## src/rtl/mem_ctrl_if.sv

```systemverilog
// Bundle of the fetch port, data port and byte-wide RAM port served by mem_ctrl.
// The master side is the core plus the RAM; the slave side is the controller.
interface mem_ctrl_if #(
  parameter int ADDR_WIDTH = 32
);
  logic                  if_req;
  logic [ADDR_WIDTH-1:0] if_addr;
  logic                  if_flush;
  logic [31:0]           if_data;
  logic                  if_done;

  logic                  mem_req;
  logic                  mem_wr;
  logic [ADDR_WIDTH-1:0] mem_addr;
  logic [2:0]            mem_len;
  logic [31:0]           mem_wdata;
  logic [31:0]           mem_rdata;
  logic                  mem_done;

  logic [ADDR_WIDTH-1:0] ram_addr;
  logic                  ram_wr;
  logic [7:0]            ram_dout;
  logic [7:0]            ram_din;

  logic                  busy;

  modport master (
    output if_req, if_addr, if_flush, mem_req, mem_wr, mem_addr, mem_len, mem_wdata, ram_din,
    input  if_data, if_done, mem_rdata, mem_done, ram_addr, ram_wr, ram_dout, busy
  );

  modport slave (
    input  if_req, if_addr, if_flush, mem_req, mem_wr, mem_addr, mem_len, mem_wdata, ram_din,
    output if_data, if_done, mem_rdata, mem_done, ram_addr, ram_wr, ram_dout, busy
  );
endinterface

```

## src/rtl/mem_ctrl.sv

```systemverilog
// Arbitrates instruction fetches and data loads/stores onto a byte-wide RAM,
// one byte per cycle, little-endian, with fetch flush and synchronous reset.
module mem_ctrl #(
  parameter int ADDR_WIDTH = 32
) (
  input  logic       clk,
  input  logic       rst,
  mem_ctrl_if.slave  bus
);

  typedef enum logic [1:0] {
    IDLE      = 2'd0,
    IF_READ   = 2'd1,
    MEM_READ  = 2'd2,
    MEM_WRITE = 2'd3
  } state_t;

  state_t                state_q;
  logic [2:0]            cnt_q;
  logic [2:0]            len_q;
  logic [23:0]           wdata_q;
  logic [31:0]           rbuf_q;
  logic [31:0]           rbuf_d;
  logic [2:0]            len_legal;
  logic [1:0]            byte_idx;
  logic [ADDR_WIDTH-1:0] ram_addr_q;
  logic                  ram_wr_q;
  logic [7:0]            ram_dout_q;
  logic [31:0]           if_data_q;
  logic [31:0]           mem_rdata_q;
  logic                  if_done_q;
  logic                  mem_done_q;

  always_comb begin
    len_legal = (bus.mem_len == 3'd1 || bus.mem_len == 3'd2) ? bus.mem_len : 3'd4;
  end

  // ram_din belongs to the address of the previous cycle, so byte cnt-1 lands now.
  always_comb begin
    rbuf_d   = rbuf_q;
    byte_idx = cnt_q[1:0] - 2'd1;
    if (cnt_q != 3'd0) rbuf_d[{byte_idx, 3'b000} +: 8] = bus.ram_din;
  end

  // NOTE: all state below uses non-blocking assignments so every register
  // samples pre-edge values; blocking here would create order-dependent logic.
  always_ff @(posedge clk) begin
    if (rst) begin
      state_q     <= IDLE;
      cnt_q       <= 3'd0;
      len_q       <= 3'd0;
      wdata_q     <= '0;
      rbuf_q      <= '0;
      ram_addr_q  <= '0;
      ram_wr_q    <= 1'b0;
      ram_dout_q  <= 8'd0;
      if_data_q   <= '0;
      mem_rdata_q <= '0;
      if_done_q   <= 1'b0;
      mem_done_q  <= 1'b0;
    end else begin
      if_done_q  <= 1'b0;
      mem_done_q <= 1'b0;
      case (state_q)
        IDLE: begin
          cnt_q    <= 3'd0;
          rbuf_q   <= '0;
          ram_wr_q <= 1'b0;
          // A requester whose done is showing is skipped so its held req is not re-granted.
          if (bus.mem_req && !mem_done_q) begin
            ram_addr_q <= bus.mem_addr;
            len_q      <= len_legal;
            wdata_q    <= bus.mem_wdata[31:8];
            if (bus.mem_wr) begin
              state_q    <= MEM_WRITE;
              ram_wr_q   <= 1'b1;
              ram_dout_q <= bus.mem_wdata[7:0];
            end else begin
              state_q <= MEM_READ;
            end
          end else if (bus.if_req && !if_done_q) begin
            ram_addr_q <= bus.if_addr;
            len_q      <= 3'd4;
            state_q    <= IF_READ;
          end
        end

        IF_READ, MEM_READ: begin
          rbuf_q <= rbuf_d;
          cnt_q  <= cnt_q + 3'd1;
          if (cnt_q + 3'd1 < len_q) ram_addr_q <= ram_addr_q + ADDR_WIDTH'(1);
          if (state_q == IF_READ && bus.if_flush) begin
            state_q <= IDLE;
          end else if (cnt_q == len_q) begin
            state_q <= IDLE;
            if (state_q == IF_READ) begin
              if_done_q <= 1'b1;
              if_data_q <= rbuf_d;
            end else begin
              mem_done_q  <= 1'b1;
              mem_rdata_q <= rbuf_d;
            end
          end
        end

        MEM_WRITE: begin
          cnt_q <= cnt_q + 3'd1;
          if (cnt_q + 3'd1 == len_q) begin
            state_q    <= IDLE;
            ram_wr_q   <= 1'b0;
            mem_done_q <= 1'b1;
          end else begin
            ram_addr_q <= ram_addr_q + ADDR_WIDTH'(1);
            ram_dout_q <= wdata_q[7:0];
            wdata_q    <= {8'd0, wdata_q[23:8]};
          end
        end

        default: state_q <= IDLE;
      endcase
    end
  end

  assign bus.ram_addr  = ram_addr_q;
  assign bus.ram_wr    = ram_wr_q;
  assign bus.ram_dout  = ram_dout_q;
  assign bus.if_data   = if_data_q;
  assign bus.if_done   = if_done_q;
  assign bus.mem_rdata = mem_rdata_q;
  assign bus.mem_done  = mem_done_q;
  assign bus.busy      = (state_q != IDLE);

endmodule

```

## src/flat_wrapper.sv

```systemverilog
// flat-port wrapper written by rule: the top's interface ports become plain ports
module mem_ctrl_flat 
#(
  parameter int ADDR_WIDTH = 32
)
  (clk, rst, bus_if_req, bus_if_addr, bus_if_flush, bus_mem_req, bus_mem_wr, bus_mem_addr, bus_mem_len, bus_mem_wdata, bus_ram_din, bus_if_data, bus_if_done, bus_mem_rdata, bus_mem_done, bus_ram_addr, bus_ram_wr, bus_ram_dout, bus_busy);
  mem_ctrl_if #(.ADDR_WIDTH(ADDR_WIDTH)) bus_i ();
  input  logic clk;
  input  logic rst;
  input wire logic [$bits(bus_i.if_req)-1:0] bus_if_req;
  input wire logic [$bits(bus_i.if_addr)-1:0] bus_if_addr;
  input wire logic [$bits(bus_i.if_flush)-1:0] bus_if_flush;
  input wire logic [$bits(bus_i.mem_req)-1:0] bus_mem_req;
  input wire logic [$bits(bus_i.mem_wr)-1:0] bus_mem_wr;
  input wire logic [$bits(bus_i.mem_addr)-1:0] bus_mem_addr;
  input wire logic [$bits(bus_i.mem_len)-1:0] bus_mem_len;
  input wire logic [$bits(bus_i.mem_wdata)-1:0] bus_mem_wdata;
  input wire logic [$bits(bus_i.ram_din)-1:0] bus_ram_din;
  output wire logic [$bits(bus_i.if_data)-1:0] bus_if_data;
  output wire logic [$bits(bus_i.if_done)-1:0] bus_if_done;
  output wire logic [$bits(bus_i.mem_rdata)-1:0] bus_mem_rdata;
  output wire logic [$bits(bus_i.mem_done)-1:0] bus_mem_done;
  output wire logic [$bits(bus_i.ram_addr)-1:0] bus_ram_addr;
  output wire logic [$bits(bus_i.ram_wr)-1:0] bus_ram_wr;
  output wire logic [$bits(bus_i.ram_dout)-1:0] bus_ram_dout;
  output wire logic [$bits(bus_i.busy)-1:0] bus_busy;
  assign bus_i.if_req = bus_if_req;
  assign bus_i.if_addr = bus_if_addr;
  assign bus_i.if_flush = bus_if_flush;
  assign bus_i.mem_req = bus_mem_req;
  assign bus_i.mem_wr = bus_mem_wr;
  assign bus_i.mem_addr = bus_mem_addr;
  assign bus_i.mem_len = bus_mem_len;
  assign bus_i.mem_wdata = bus_mem_wdata;
  assign bus_i.ram_din = bus_ram_din;
  assign bus_if_data = bus_i.if_data;
  assign bus_if_done = bus_i.if_done;
  assign bus_mem_rdata = bus_i.mem_rdata;
  assign bus_mem_done = bus_i.mem_done;
  assign bus_ram_addr = bus_i.ram_addr;
  assign bus_ram_wr = bus_i.ram_wr;
  assign bus_ram_dout = bus_i.ram_dout;
  assign bus_busy = bus_i.busy;
  mem_ctrl #(.ADDR_WIDTH(ADDR_WIDTH)) u_core (.clk(clk), .rst(rst), .bus(bus_i));
endmodule
```

## config.mk

```make
export PLATFORM = sky130hd
export DESIGN_NAME = mem_ctrl_flat
export DESIGN_NICKNAME = d
export VERILOG_FILES = /design/src/rtl/mem_ctrl_if.sv /design/src/rtl/mem_ctrl.sv /design/src/flat_wrapper.sv
export SDC_FILE = /design/constraint.sdc
export NUM_CORES = 1
export LEC_CHECK = 0
export ABC_AREA = 0
export CAP_MARGIN = 0
export CORE_ASPECT_RATIO = 2
export CORE_MARGIN = 8
export CORE_UTILIZATION = 44
export CTS_CLUSTER_DIAMETER = 60
export DETAILED_ROUTE_END_ITERATION = 8
export PLACE_DENSITY_LB_ADDON = 0.12
export SETUP_SLACK_MARGIN = 0.4
export SYNTH_ARGS = -nofsm -noshare
export SYNTH_HDL_FRONTEND = slang
export SYNTH_SLANG_ARGS = --single-unit
```

## constraint.sdc

```tcl
create_clock -name clk -period 2.6 [get_ports clk]
set_clock_uncertainty 0.15 [all_clocks]
set_input_delay 0.52 -clock clk [delete_from_list [all_inputs] [get_ports clk]]
set_output_delay 0.52 -clock clk [all_outputs]
set_load 0.02 [all_outputs]
```

; Word level (Yosys, flattened, before mapping)
; Cells that the tools add are included.
[op_classes]
add_sub_neg = 4
mul = 0
div_mod_pow = 0
magnitude_cmp = 1
eq_ne = 14
shift = 2
n_mux = 36
n_bitwise = 4
n_reduce_logical = 23
[op_table]
columns = cell, count
row1 = two-way mux 32 bit, 5
row2 = one-hot mux 32 bit (3 select lines), 1
row3 = one-hot mux 32 bit (2 select lines), 1
row4 = two-way mux 24 bit, 2
row5 = one-hot mux 24 bit (2 select lines), 1
row6 = adder 32 x 1 -> 32 bit (second input constant), 1
row7 = bitwise mux 32 bit, 1
row8 = variable shift 8 x 7 -> 32 bit (first input constant), 1
row9 = indexed part select 8 x 7 -> 32 bit, 1
row10 = two-way mux 8 bit, 3
row11 = one-hot mux 8 bit (2 select lines), 1
row12 = AND reduction 4 bit, 3
row13 = two-way mux 2 bit, 5
row14 = two-way mux 1 bit, 9
row15 = two-way mux 3 bit, 3
row16 = AND reduction 3 bit, 3
row17 = nonzero test 2 bit, 4
row18 = negator 5 -> 7 bit, 1
row19 = == test 3 bit, 2
row20 = != test 2 x 1 -> 1 bit (second input constant), 3
row21 = != test 3 x 1 -> 1 bit (second input constant), 2
row22 = one-hot mux 2 bit (3 select lines), 1
row23 = one-hot mux 3 bit (2 select lines), 1
row24 = == test 2 bit (second input constant), 2
row25 = other kinds (18), 27
[word_totals]
register_bits = 171
latch_bits = 0
mem_bits_rw = 0
romBits = 0
output_inout_bits = 108
elab_cells = 96
mem_count = 0

; Logic depth before layout (Yosys ltp)
; Gate-level depths: netlist of the first run.
[logic_depth]
word_depth = 6
mapped_depth = 10

; Worst setup path before layout of the first run
; No wires, ideal clock.
[synth_path]
path_type = reg-to-reg
startpoint = register u_core.cnt_q[0]
endpoint = register u_core.ram_addr_q[0], in the netlist u_core.bus.ram_addr[0]
setup_time_ns = 0.074
arrival_time_ns = 2.383
setup_slack_ns = -0.007
path_stages_with_launch = 9
path_buffers = 0
synth_period_minus_slack_ns = 2.607
cell_sequence = dfxtp_1 inv_1 ha_1 ha_1 nor2b_1 o31ai_1 nand3_1 or4_1 a31oi_1
[synth_between]
elab_chain_len = 4
[synth_rtl]
columns = item, line
row1 = start: declaration, mem_ctrl.sv:19  ; logic [2:0] cnt_q;
row2 = start signal: assignment, mem_ctrl.sv:90  ; cnt_q <= cnt_q + 3'd1;
row3 = start signal: assignment, mem_ctrl.sv:107  ; cnt_q <= cnt_q + 3'd1;
row4 = adder 3 x 1 -> 3 bit *, "mem_ctrl.sv:91, mem_ctrl.sv:108"
row5 = less-than comparator 3 bit / == test 3 bit (equally long branches), "mem_ctrl.sv:91, mem_ctrl.sv:108"
row6 = != test 2 x 1 -> 1 bit (no source line) / != test 2 bit (equally long branches), --
row7 = AND reduction 3 bit (no source line) *, --
row8 = end signal: assignment, mem_ctrl.sv:82  ; ram_addr_q <= bus.if_addr;
row9 = end signal: assignment, mem_ctrl.sv:91  ; if (cnt_q + 3'd1 < len_q) ram_addr_q <= ram_addr_q + ADDR_WIDTH'(1);
row10 = end signal: assignment, mem_ctrl.sv:113  ; ram_addr_q <= ram_addr_q + ADDR_WIDTH'(1);
row11 = end: declaration, mem_ctrl.sv:26  ; logic [ADDR_WIDTH-1:0] ram_addr_q;
; Every way passes the cells marked *; elsewhere a longest branch is shown, timed or not.
; A chain may end at the register's enable or synchronous reset.

; Worst setup path in the final report of the first run
[layout_path]
startpoint = register u_core.cnt_q[1]
endpoint = register u_core.ram_addr_q[24], in the netlist u_core.bus.ram_addr[24]
; Same word-level chain as after synthesis.

==> run summary, run 1 <==
Filler cells = 1561
DRT Pass-1 Iters = 7
# rows = 71
Worst Setup Slack, final = 212 ps
Register Area = 3430 µm²
Routed WL = 28.5 mm
worst slack, placed = 85.8 ps
Reg clk slew, reported paths = 70 ps
Clk Latency, worst-skew pair = 430 ps
Die Ht = 209 µm
CTS Sinks = 171
post-synthesis average cell area = 8.31 µm²
Worst Path Arrival = 2550 ps
Unique masters post-synth = 60
Final Cycle Share = 91.8%
Tot GR Track Use = 22.5%
GR Overflow Total = 0
H-tree lvl count = 4
Worst setup EP type = register
Die Wd = 113 µm
vias in the first global route = 8078
Die ar. = 23600 µm²
Setup crit end = u_core.bus.ram_addr[24]$_SDFFE_PP0P_
core area = 18600 µm²
Post-synth EDFFs = 0
CTS max path bufs = 2
post-synth top area share = 41.6%
setup_tns = 0 ps
Via Count = 8397
Routability Congestion = 0.873
Flop pwr share = 27.3%
Final #Nets = 1336
total CTS buffers = 17
reg2reg path depth = 10
Crit Path Category = register to register
Hold WC Path Type = register to register
cell-internal power = 8.38 mW
Post-synth ARST share = 0%
slew at the pin closest to its max-slew limit = 630 ps
Worst EP required = 2770 ps
fin. max-slew vios = 0
area delta synth->final = 49.3%
max-slew headroom at the worst pin = 57.9%
initial antenna violation count = 1
DPL Wire Length = 18.7 mm
Startpoint Class = register
setup violators final = 0
number of routed nets with antenna violations = 0
I/O Buffers = 220
CP Max Fanout = 8
root buffer cell = clkbuf_16
synthesis-stage register bit count = 171
status = complete, no violations
Pwr per Cell Area = 1160 nW/µm²
Setup crit start = u_core.cnt_q[1]$_SDFF_PP0_
Initial Util = 44.3%
largest net degree at the start of global routing = 99
endpoints failing hold = 0
post-synthesis sequential area ratio = 41.6%
residual DRC count = 0
Reg2Reg Setup Slack = 210 ps
RSZ-0062 raised after global routing = true
Top FF cell, synth = dfxtp_1
switching share of power = 41.0%
biggest area consumer among synthesized cells = dfxtp_1
Wirelength per Cell = 19.8 µm
Synth Warn # = 0
Comb pwr share = 53.7%
Static Leak = 4.58 nW
MaxCap Viol Count = 0
area of the multi-input gates = 4910 µm²
layout cells sized above 1 = 17.2%
fmax = 419 MHz
Top Ports = 221
fin crit period = 2390 ps
top cells by area, synth = dfxtp_1, nor2_1, a211oi_1, mux2i_1, nand2_1
vias per std cell = 5.83
Clock Power Share = 19.0%
reg2reg end = u_core.bus.ram_addr[24]$_SDFFE_PP0P_
syn_nets = 1119
Cells after Synth = 991
worst vdd ir = 676 µV
first-pass GRT wire length = 43.2 mm
CTS tree = built
switching power = 5.83 mW
Iteration-0 DRC Markers = 478
synthesized cell area = 8230 µm²
Reg-to-Reg Start = u_core.cnt_q[1]$_SDFF_PP0_
[per-stage QoR]
step	power, mW	util (%)	hold WS, ps	instance area (µm²)	std cells
after global placement	9.31	57.7	294	10700	1377
final	14.2	66.2	342	12300	1441
after global routing	14.9	66.2	356	12300	1441
after floorplan	7.34	-	306	8270	991
after CTS	13.1	63.6	342	11800	1428
after detailed placement	9.42	57.7	312	10700	1377
[cells by family after synthesis]
logic type,share of synthesized area [%]
and+or+nand+nor,21.3
AOI/OAI and AO/OA,24.3
DFF,41.6
buffers and inverters,4.80
muxes,5.30
adders and majority gates,2.28
xor gates and xnor gates,0.426
[worst max-delay path: stages (launching register included)]
cell and delay [ps]:
dfxtp_4 380, ha_4 180, xor2_4 160, ha_4 290, o21a_1 180, o31ai_4 100
and3_4 190, buf_6 140, buf_16 140, o21a_1 160, a32o_1 200
[repair_timing]
item	4_1_cts	5_1_grt
buffers inserted	14	7
resized for setup	90	82
setup endpoints to repair	64	136
pin swaps	34	19
hold buffers	0	0
cloned	5	5
[synthesized netlist by cell type, types with 2 or more instances]
cell type,number
nor2_1,182
dfxtp_1,171
a211oi_1,90
nand2_1,80
a21oi_1,55
clkbuf_1,49
mux2i_1,38
a22oi_1,26
a2bb2oi_1,24
o21ai_0,24
buf_2,22
nor3_1,20
nand3_1,19
ha_1,15
inv_1,14
o2bb2ai_1,14
nand2b_1,13
nand4_1,13
o21ai_1,12
a31oi_1,11
and3_1,8
and2_1,7
buf_1,7
nor4_1,7
a32o_1,5
mux2_2,5
o21a_1,5
a21o_1,3
a32oi_1,3
nand3_2,3
nor2b_1,3
nor4b_1,3
xor2_1,3
a31o_2,2
and4_1,2
buf_4,2
clkinv_1,2
nand4_2,2
nor4_4,2
nor4b_2,2
o211ai_1,2
o221a_2,2
or4_1,2
[power groups by stage]
stage	sequential, mW	combinational (mW)	clock (mW)
2_1_floorplan	4.17	3.17	0
3_3_place_gp	3.80	5.51	0
3_5_place_dp	3.82	5.60	0
4_1_cts	3.79	6.58	2.75
5_1_grt	3.95	8.13	2.87
6_report	3.88	7.63	2.70
[cells in the final DEF (no fill, tap or decap), types with 24 or more instances in the layout]
cell type        synthesis  routed
a211oi_1                90      76
a21oi_1                 55      48
a22oi_1                 26      24
a2bb2oi_1               24      24
buf_4                    2      32
clkdlybuf4s50_1          0     192
dfxtp_1                171     167
mux2i_1                 38      37
nand2_1                 80      74
nor2_1                 182     164
[layer usage]
layer  global-route usage, %  vias to the layer above  share of wire [%]  wire [µm]
met5                       0                        -                  0          0
met4                    8.34                        0                2.5        699
met3                    6.62                       48                7.0       2010
met2                    36.7                      330                 49      14100
met1                    27.3                     3979                 41      11700
li1                        -                     4040                  -          -
[worst min path at each step]
stage                                   start                             end  slack, ps  cells past startpoint
6_report       u_core.rbuf_q[29]$_SDFFE_PP0P_  u_core.rbuf_q[29]$_SDFFE_PP0P_        340                      2
4_1_cts        u_core.rbuf_q[30]$_SDFFE_PP0P_  u_core.rbuf_q[30]$_SDFFE_PP0P_        340                      2
3_3_place_gp       u_core.cnt_q[0]$_SDFF_PP0_      u_core.cnt_q[0]$_SDFF_PP0_        290                      1
5_1_grt        u_core.rbuf_q[30]$_SDFFE_PP0P_  u_core.rbuf_q[30]$_SDFFE_PP0P_        360                      2
2_1_floorplan  u_core.rbuf_q[10]$_SDFFE_PP0P_  u_core.rbuf_q[10]$_SDFFE_PP0P_        310                      2
3_5_place_dp       u_core.cnt_q[0]$_SDFF_PP0_      u_core.cnt_q[0]$_SDFF_PP0_        310                      1
[cell type report]
class,count,area share [%]
Tap cell,219,2.23
Clock buffer,22,4.11
Antenna cell,1,0.0204
Clock inverter,10,1.05
Multi-Input combinational cell,724,40.0
Timing Repair Buffer,278,24.2
Inverter,16,0.529
Sequential cell,171,27.9
[flip-flops by register name, summed over array words and instances, names as in the netlist]
register	flops
u_core.bus.if_data	32
u_core.bus.mem_rdata	32
u_core.bus.ram_addr	32
u_core.rbuf_q	32
u_core.wdata_q	24
u_core.bus.ram_dout	8
u_core.cnt_q	3
u_core.len_q	3
u_core.state_q	2
u_core.bus.if_done	1
u_core.bus.mem_done	1
u_core.bus.ram_wr	1
No activity file was read; power rests on OpenSTA's default activity.
==> inputs of run 2 (changes only) <==
GPL_TIMING_DRIVEN = 0   (was default)
==> run 2 against run 1 <==
Net effect: first-iteration DRC count rose by 7.5%; wire length increased by 7.5%; clock power barely moved; setup slack improved by 1.1 ps; final area up 0.79%; fmax barely moved; largest cell class unchanged.
==> run summary, run 2 (same netlist as run 1, synthesis figures left out) <==
max-slew headroom at the worst pin = 46.7% (-11 points)
setup_tns = 0 ps (unchanged)
reg2reg end = u_core.bus.ram_addr[24]$_SDFFE_PP0P_
Worst setup EP type = register
Static Leak = 4.67 nW (+1.9%)
Crit-path slowest cell = dfxtp_4
vias per std cell = 5.92 (+1.6%)
Worst Setup Slack, final = 213 ps (+1.12 ps)
non-filler cells, final = 1492 (+3.5%)
CTS max path bufs = 2 (unchanged)
reg2reg path depth = 10 (unchanged)
total CTS buffers = 17 (unchanged)
layout cells sized above 1 = 18.9% (+1.7 points)
slowest stage delay, CP = 380 ps (about the same)
setup violators final = 0 (unchanged)
Final #Nets = 1389 (+4.0%)
# rows = 71 (unchanged)
Pwr per Cell Area = 1140 nW/µm² (-1.7%)
Top Ports = 221 (unchanged)
Min-Delay Endpoint = u_core.wdata_q[14]$_SDFFE_PP0P_
Register Area = 3440 µm² (about the same)
dpl cell area = 10700 µm² (+0.26%)
DRT Pass-1 Iters = 5 (-2)
DPL Wire Length = 21.9 mm (+17%)
MaxCap Viol Count = 0 (unchanged)
vias in the first global route = 8666 (+7.3%)
Worst EP required = 2780 ps (about the same)
Final Util = 66.7% (+0.53 points)
slew at the pin closest to its max-slew limit = 800 ps (+170 ps)
number of routed nets with antenna violations = 0 (unchanged)
Hold Startpoint = u_core.wdata_q[14]$_SDFFE_PP0P_
Crit Path Category = register to register
fmax = 419 MHz (about the same)
Reg-to-Reg Start = u_core.cnt_q[0]$_SDFF_PP0_
Filler cells = 1526 (-2.2%)
Tot GR Track Use = 24.9% (+2.4 points)
fin crit period = 2390 ps (-1.12 ps)
Worst Path Arrival = 2560 ps (about the same)
hold slack = 345 ps (+2.94 ps)
Die Wd = 113 µm (unchanged)
total power = 14.1 mW (-0.89%)
CP Max Fanout = 6 (-2)
I/O Buffers = 219 (-0.45%)
Final Cycle Share = 91.8% (about the same)
CTS tree = built
CP Cell Sequence = ha_4 > xor2_4 > ha_4 > o21a_1 > o31ai_4 > and3_4 > buf_8 > buf_6 > o21a_1 > a32o_1
fin. max-slew vios = 0 (unchanged)
Die ar. = 23600 µm² (unchanged)
GR Overflow Total = 0 (unchanged)
dpl cells = 1429 (+3.8%)
Clk Latency, worst-skew pair = 430 ps (about the same)
Reg clk slew, reported paths = 70 ps (about the same)
Startpoint Class = register
root buffer cell = clkbuf_16
Routability Congestion = 0.958 (+9.7%)
design area = 12400 µm² (+0.79%)
RSZ-0062 raised after global routing = true
worst vdd ir = 756 µV (+12%)
status = complete, no violations
area of the multi-input gates = 4940 µm² (+0.61%)
Routed WL = 30.7 mm (+7.5%)
core area = 18600 µm² (unchanged)
endpoints failing hold = 0 (unchanged)
largest net degree at the start of global routing = 17 (-83%)
most common cell after layout, fill and taps aside = clkdlybuf4s50_1
Hold WC Path Type = register to register
residual DRC count = 0 (unchanged)
Wirelength per Cell = 20.5 µm (+3.9%)
Via Count = 8837 (+5.2%)
Die Ht = 209 µm (unchanged)
number of diodes = 0 (-1)
initial antenna violation count = 0 (-1)
CTS Sinks = 171 (unchanged)
most frequent cells in the layout = clkdlybuf4s50_1, nor2_1, dfxtp_1
Initial Util = 44.3% (unchanged)
Iteration-0 DRC Markers = 514 (+7.5%)
worst slack, placed = -132 ps (-218 ps)
WHS Path Cells = 2 (unchanged)
area delta synth->final = 50.5%
H-tree lvl count = 4 (unchanged)
first-pass GRT wire length = 46.9 mm (+8.7%)
Reg2Reg Setup Slack = 210 ps (about the same)
Setup crit start = u_core.cnt_q[0]$_SDFF_PP0_
run 2: where the power goes:
part           switching (mW)  leakage [nW]  internal [mW]
combinational            4.10          2.97           3.44
sequential              0.637          1.40           3.23
clock                    1.14         0.301           1.53
run 2: worst max-delay path by stage:
stage,slack (ps),to,depth (start not counted)
finish,210,u_core.bus.ram_addr[24]$_SDFFE_PP0P_,10
global route,170,u_core.bus.ram_addr[26]$_SDFFE_PP0P_,10
CTS,250,u_core.bus.ram_addr[24]$_SDFFE_PP0P_,10
detailed placement,-130,u_core.bus.ram_addr[23]$_SDFFE_PP0P_,9
global placement,-100,u_core.bus.ram_addr[28]$_SDFFE_PP0P_,9
floorplan,380,u_core.bus.ram_addr[14]$_SDFFE_PP0P_,9
run 2: layout make-up:
| class | instances | share of cell area, % |
|---|---|---|
| Timing Repair Buffer | 251 | 20.5 |
| Clock inverter | 14 | 1.46 |
| Buffer | 80 | 4.24 |
| Multi-Input combinational cell | 724 | 39.9 |
| Clock buffer | 17 | 3.43 |
| Inverter | 16 | 0.535 |
| Tap cell | 219 | 2.21 |
| Sequential cell | 171 | 27.7 |
run 2: worst max-delay path, delay by kind of cell, from the launching register on:
kind,cells,cell delay [ps]
compound gates,4,650
fa+ha+maj,2,470
flops,1,380
buf+inv,2,270
simple gates,1,210
xor+xnor,1,160
run 2: repair_timing:
action | in CTS | in global routing
cloned | 4 | 1
gates resized for setup | 118 | 148
endpoints found under the setup margin | 163 | 153
hold buffers | 0 | 0
setup buffers | 21 | 6
endpoints found under the hold margin | 0 | 0
pin swaps | 26 | 33
run 2: per-layer routing:
| metal | routed length [µm] | up-vias | share of wire (%) | track usage (%) |
|---|---|---|---|---|
| met5 | 0 | - | 0 | 0 |
| met4 | 896 | 0 | 2.9 | 10.7 |
| met3 | 2480 | 66 | 8.1 | 6.02 |
| met2 | 14800 | 413 | 48 | 40.6 |
| met1 | 12500 | 4221 | 41 | 30.5 |
| li1 | - | 4137 | - | - |
==> inputs of run 3 (changes only) <==
ABC_AREA = 1   (was 0)
CORE_UTILIZATION = 45   (was 44)
==> run 3 against run 2 <==
Net effect: combinational power increased by 2%; largest power group unchanged; power about the same; worst hold slack got worse by 31 ps; final cell count increased by 24%; setup slack improved by 150 ps.
==> run summary, run 3 <==
Reg-to-Reg Start = u_core.cnt_q[1]$_SDFF_PP0_
setup violators final = 0 (unchanged)
max-slew headroom at the worst pin = 49.4% (+2.7 points)
Wirelength per Cell = 18.1 µm (-12%)
total CTS buffers = 17 (unchanged)
fmax = 446 MHz (+6.5%)
CP Cell Sequence = ha_4 > or2_4 > nand2_4 > ha_4 > a21oi_4 > o21ai_2 > nand2_4 > nand2_8 > buf_12 > buf_16 > nand2_2 > nand2_1 > a21oi_1
GR Overflow Total = 0 (unchanged)
top cells by area, synth = dfxtp_1, nand2_1, nor2_1, o21ai_0, a21oi_1
Worst setup EP type = register
worst vdd ir = 640 µV (-15%)
Crit Path Category = register to register
Clk Latency, worst-skew pair = 440 ps (about the same)
post-synthesis average cell area = 6.48 µm² (-22%)
DRT Pass-1 Iters = 5 (unchanged)
worst path bufs/invs = 2 (unchanged)
CTS hold repair buffers = 0 (unchanged)
Unique masters post-synth = 32 (-47%)
number of diodes = 0 (unchanged)
Min-Delay Endpoint = u_core.rbuf_q[3]$_SDFFE_PP0P_
residual DRC count = 0 (unchanged)
top layer in use = met4
switching power = 6.30 mW (+7.1%)
largest net degree at the start of global routing = 18 (+1)
Routability Congestion = 0.966 (+0.84%)
slew at the pin closest to its max-slew limit = 759 ps (-41.0 ps)
DPL Wire Length = 25.7 mm (+17%)
most common cell in the netlist = nand2_1
Top Ports = 221 (unchanged)
Post-synth EDFFs = 0 (unchanged)
most common cell after layout, fill and taps aside = nand2_1
fin. max-slew vios = 0 (unchanged)
Flop pwr share = 26.4% (-1.1 points)
vias per std cell = 5.26 (-11%)
Hold WC Path Type = register to register
Startpoint Class = register
I/O Buffers = 220 (+0.46%)
syn_nets = 1453 (+30%)
first-pass GRT wire length = 50.6 mm (+7.7%)
Die Ht = 211 µm (+0.89%)
cell-internal power = 7.77 mW (-5.2%)
Final #Nets = 1710 (+23%)
core area = 18700 µm² (+0.96%)
initial antenna violation count = 0 (unchanged)
Comb pwr share = 54.5% (+1.0 points)
Clock Power Share = 19.1% (about the same)
CP Max Fanout = 6 (unchanged)
Metal-1 WL = 11.0 mm (-12%)
Static Leak = 4.94 nW (+5.7%)
slowest stage delay, CP = 380 ps (about the same)
Setup crit start = u_core.cnt_q[1]$_SDFF_PP0_
status = complete, no violations
setup_tns = 0 ps (unchanged)
CTS tree = built
non-filler cells, final = 1850 (+24%)
Via Count = 9739 (+10%)
Synth Warn # = 0 (unchanged)
biggest area consumer among synthesized cells = dfxtp_1
stages on the worst setup path = 13 (+3)
Initial Util = 45.8% (+1.4 points)
fin crit period = 2240 ps (-145 ps)
endpoints failing hold = 0 (unchanged)
Pwr per Cell Area = 1140 nW/µm² (+0.12%)
dpl cells = 1800 (+26%)
synthesized cell area = 8580 µm² (+4.3%)
Iteration-0 DRC Markers = 554 (+7.8%)
post-synthesis sequential area ratio = 39.9% (-1.7 points)
MaxCap Viol Count = 0 (unchanged)
root buffer cell = clkbuf_16
Die ar. = 24000 µm² (+1.7%)
switching share of power = 44.8% (+3.0 points)
metal2 WL = 18.5 mm (+25%)
Hold Startpoint = u_core.rbuf_q[3]$_SDFFE_PP0P_
synthesis-stage register bit count = 171 (unchanged)
Worst path top cell family by delay = simple AND/OR/NAND/NOR gates
reg2reg path depth = 13 (+3)
CTS Sinks = 171 (unchanged)
Post-synth ARST share = 0% (unchanged)
area delta synth->final = 44.1%
metal3 WL = 1.75 mm (-30%)
Worst EP required = 2820 ps (+40 ps)
number of routed nets with antenna violations = 0 (unchanged)
Reg clk slew, reported paths = 70 ps (about the same)
CTS max path bufs = 2 (unchanged)
Die Wd = 114 µm (+0.83%)
layout cells sized above 1 = 11.2% (-7.7 points)
Reg2Reg Setup Slack = 360 ps (+150 ps)
Cells after Synth = 1325 (+34%)
most frequent cells in the layout = nand2_1, clkdlybuf4s50_1, nor2_1
Worst Path Arrival = 2460 ps (-100 ps)
WHS Path Cells = 2 (unchanged)
Crit-path slowest cell = dfxtp_4
Tot GR Track Use = 27.2% (+2.3 points)
RSZ-0062 raised after global routing = true
reg2reg end = u_core.bus.ram_addr[15]$_SDFFE_PP0P_
post-synth top area share = 39.9% (-1.7 points)
Routed WL = 33.5 mm (+9.2%)
list of most frequent post-synthesis cells = nand2_1, nor2_1, dfxtp_1
vias in the first global route = 9709 (+12%)
# rows = 71 (unchanged)
Final Cycle Share = 86.2% (-5.6 points)
Top FF cell, synth = dfxtp_1
H-tree lvl count = 4 (unchanged)
==> run 3: metrics by stage <==
stage                     instance area, µm²  hold WS [ps]  setup WS, ps  utilization [%]  power [mW]
after floorplan                         8580           286           439                -        7.53
after global placement                 11100           298          14.5             59.2        9.76
after detailed placement               11100           302         -28.6             59.2        9.87
after CTS                              11900           313           362             63.6        13.0
after global routing                   12400           329           283             66.0        14.9
final                                  12400           314           358             66.0        14.1
==> run 3: what timing repair did <==
action                     CTS  global route
cloned                       2             4
buffers inserted             3             9
setup endpoints to repair  136           151
resized for setup           63           103
pin swaps                    7            17
==> run 3: cell type report <==
cell class | instances | area, µm²
Clock buffer | 18 | 439
Fill cell | 1728 | 6380
Tap cell | 255 | 319
Buffer | 72 | 418
Clock inverter | 14 | 181
Sequential cell | 171 | 3430
Timing Repair Buffer | 237 | 2450
Multi-Input combinational cell | 1013 | 4840
Inverter | 70 | 282
==> run 3: power by group through the flow <==
stage,sequential (mW),combinational (mW),clock (mW)
2_1_floorplan,4.08,3.44,0
3_3_place_gp,3.74,6.03,0
3_5_place_dp,3.76,6.11,0
4_1_cts,3.70,6.56,2.70
5_1_grt,3.79,8.34,2.79
6_report,3.72,7.66,2.69
==> run 3: worst max path at each step <==
stage and end:
5_1_grt u_core.bus.ram_addr[21]$_SDFFE_PP0P_, 2_1_floorplan u_core.bus.ram_addr[5]$_SDFFE_PP0P_, 4_1_cts u_core.bus.ram_addr[31]$_SDFFE_PP0P_, 6_report u_core.bus.ram_addr[15]$_SDFFE_PP0P_, 3_5_place_dp u_core.bus.ram_addr[10]$_SDFFE_PP0P_, 3_3_place_gp u_core.bus.ram_addr[10]$_SDFFE_PP0P_
==> run 3: layer usage <==
layer / vias up / track usage (%)
li1: 4797 / -
met1: 4454 / 24.5
met2: 365 / 53.1
met3: 123 / 4.51
met4: 0 / 18.6
met5: - / 0
==> run 3: worst register-to-register path: cells and delay by family, from the launching register on <==
kind,cells,cell delay [ps]
simple gates,6,630
compound gates,3,360
buf+inv,2,280
flops,1,380
fa+ha+maj,2,380
==> run 3: logic make-up (layout without fill, tap and decap cells) <==
logic type / after synthesis / after routing / share of synthesized area (%)
simple gates: 699 / 700 / 32.9
buf+inv: 142 / 411 / 7.07
xor+xnor: 3 / 3 / 0.306
flops: 171 / 171 / 39.9
fa+ha+maj: 15 / 15 / 2.19
compound gates: 295 / 295 / 17.7
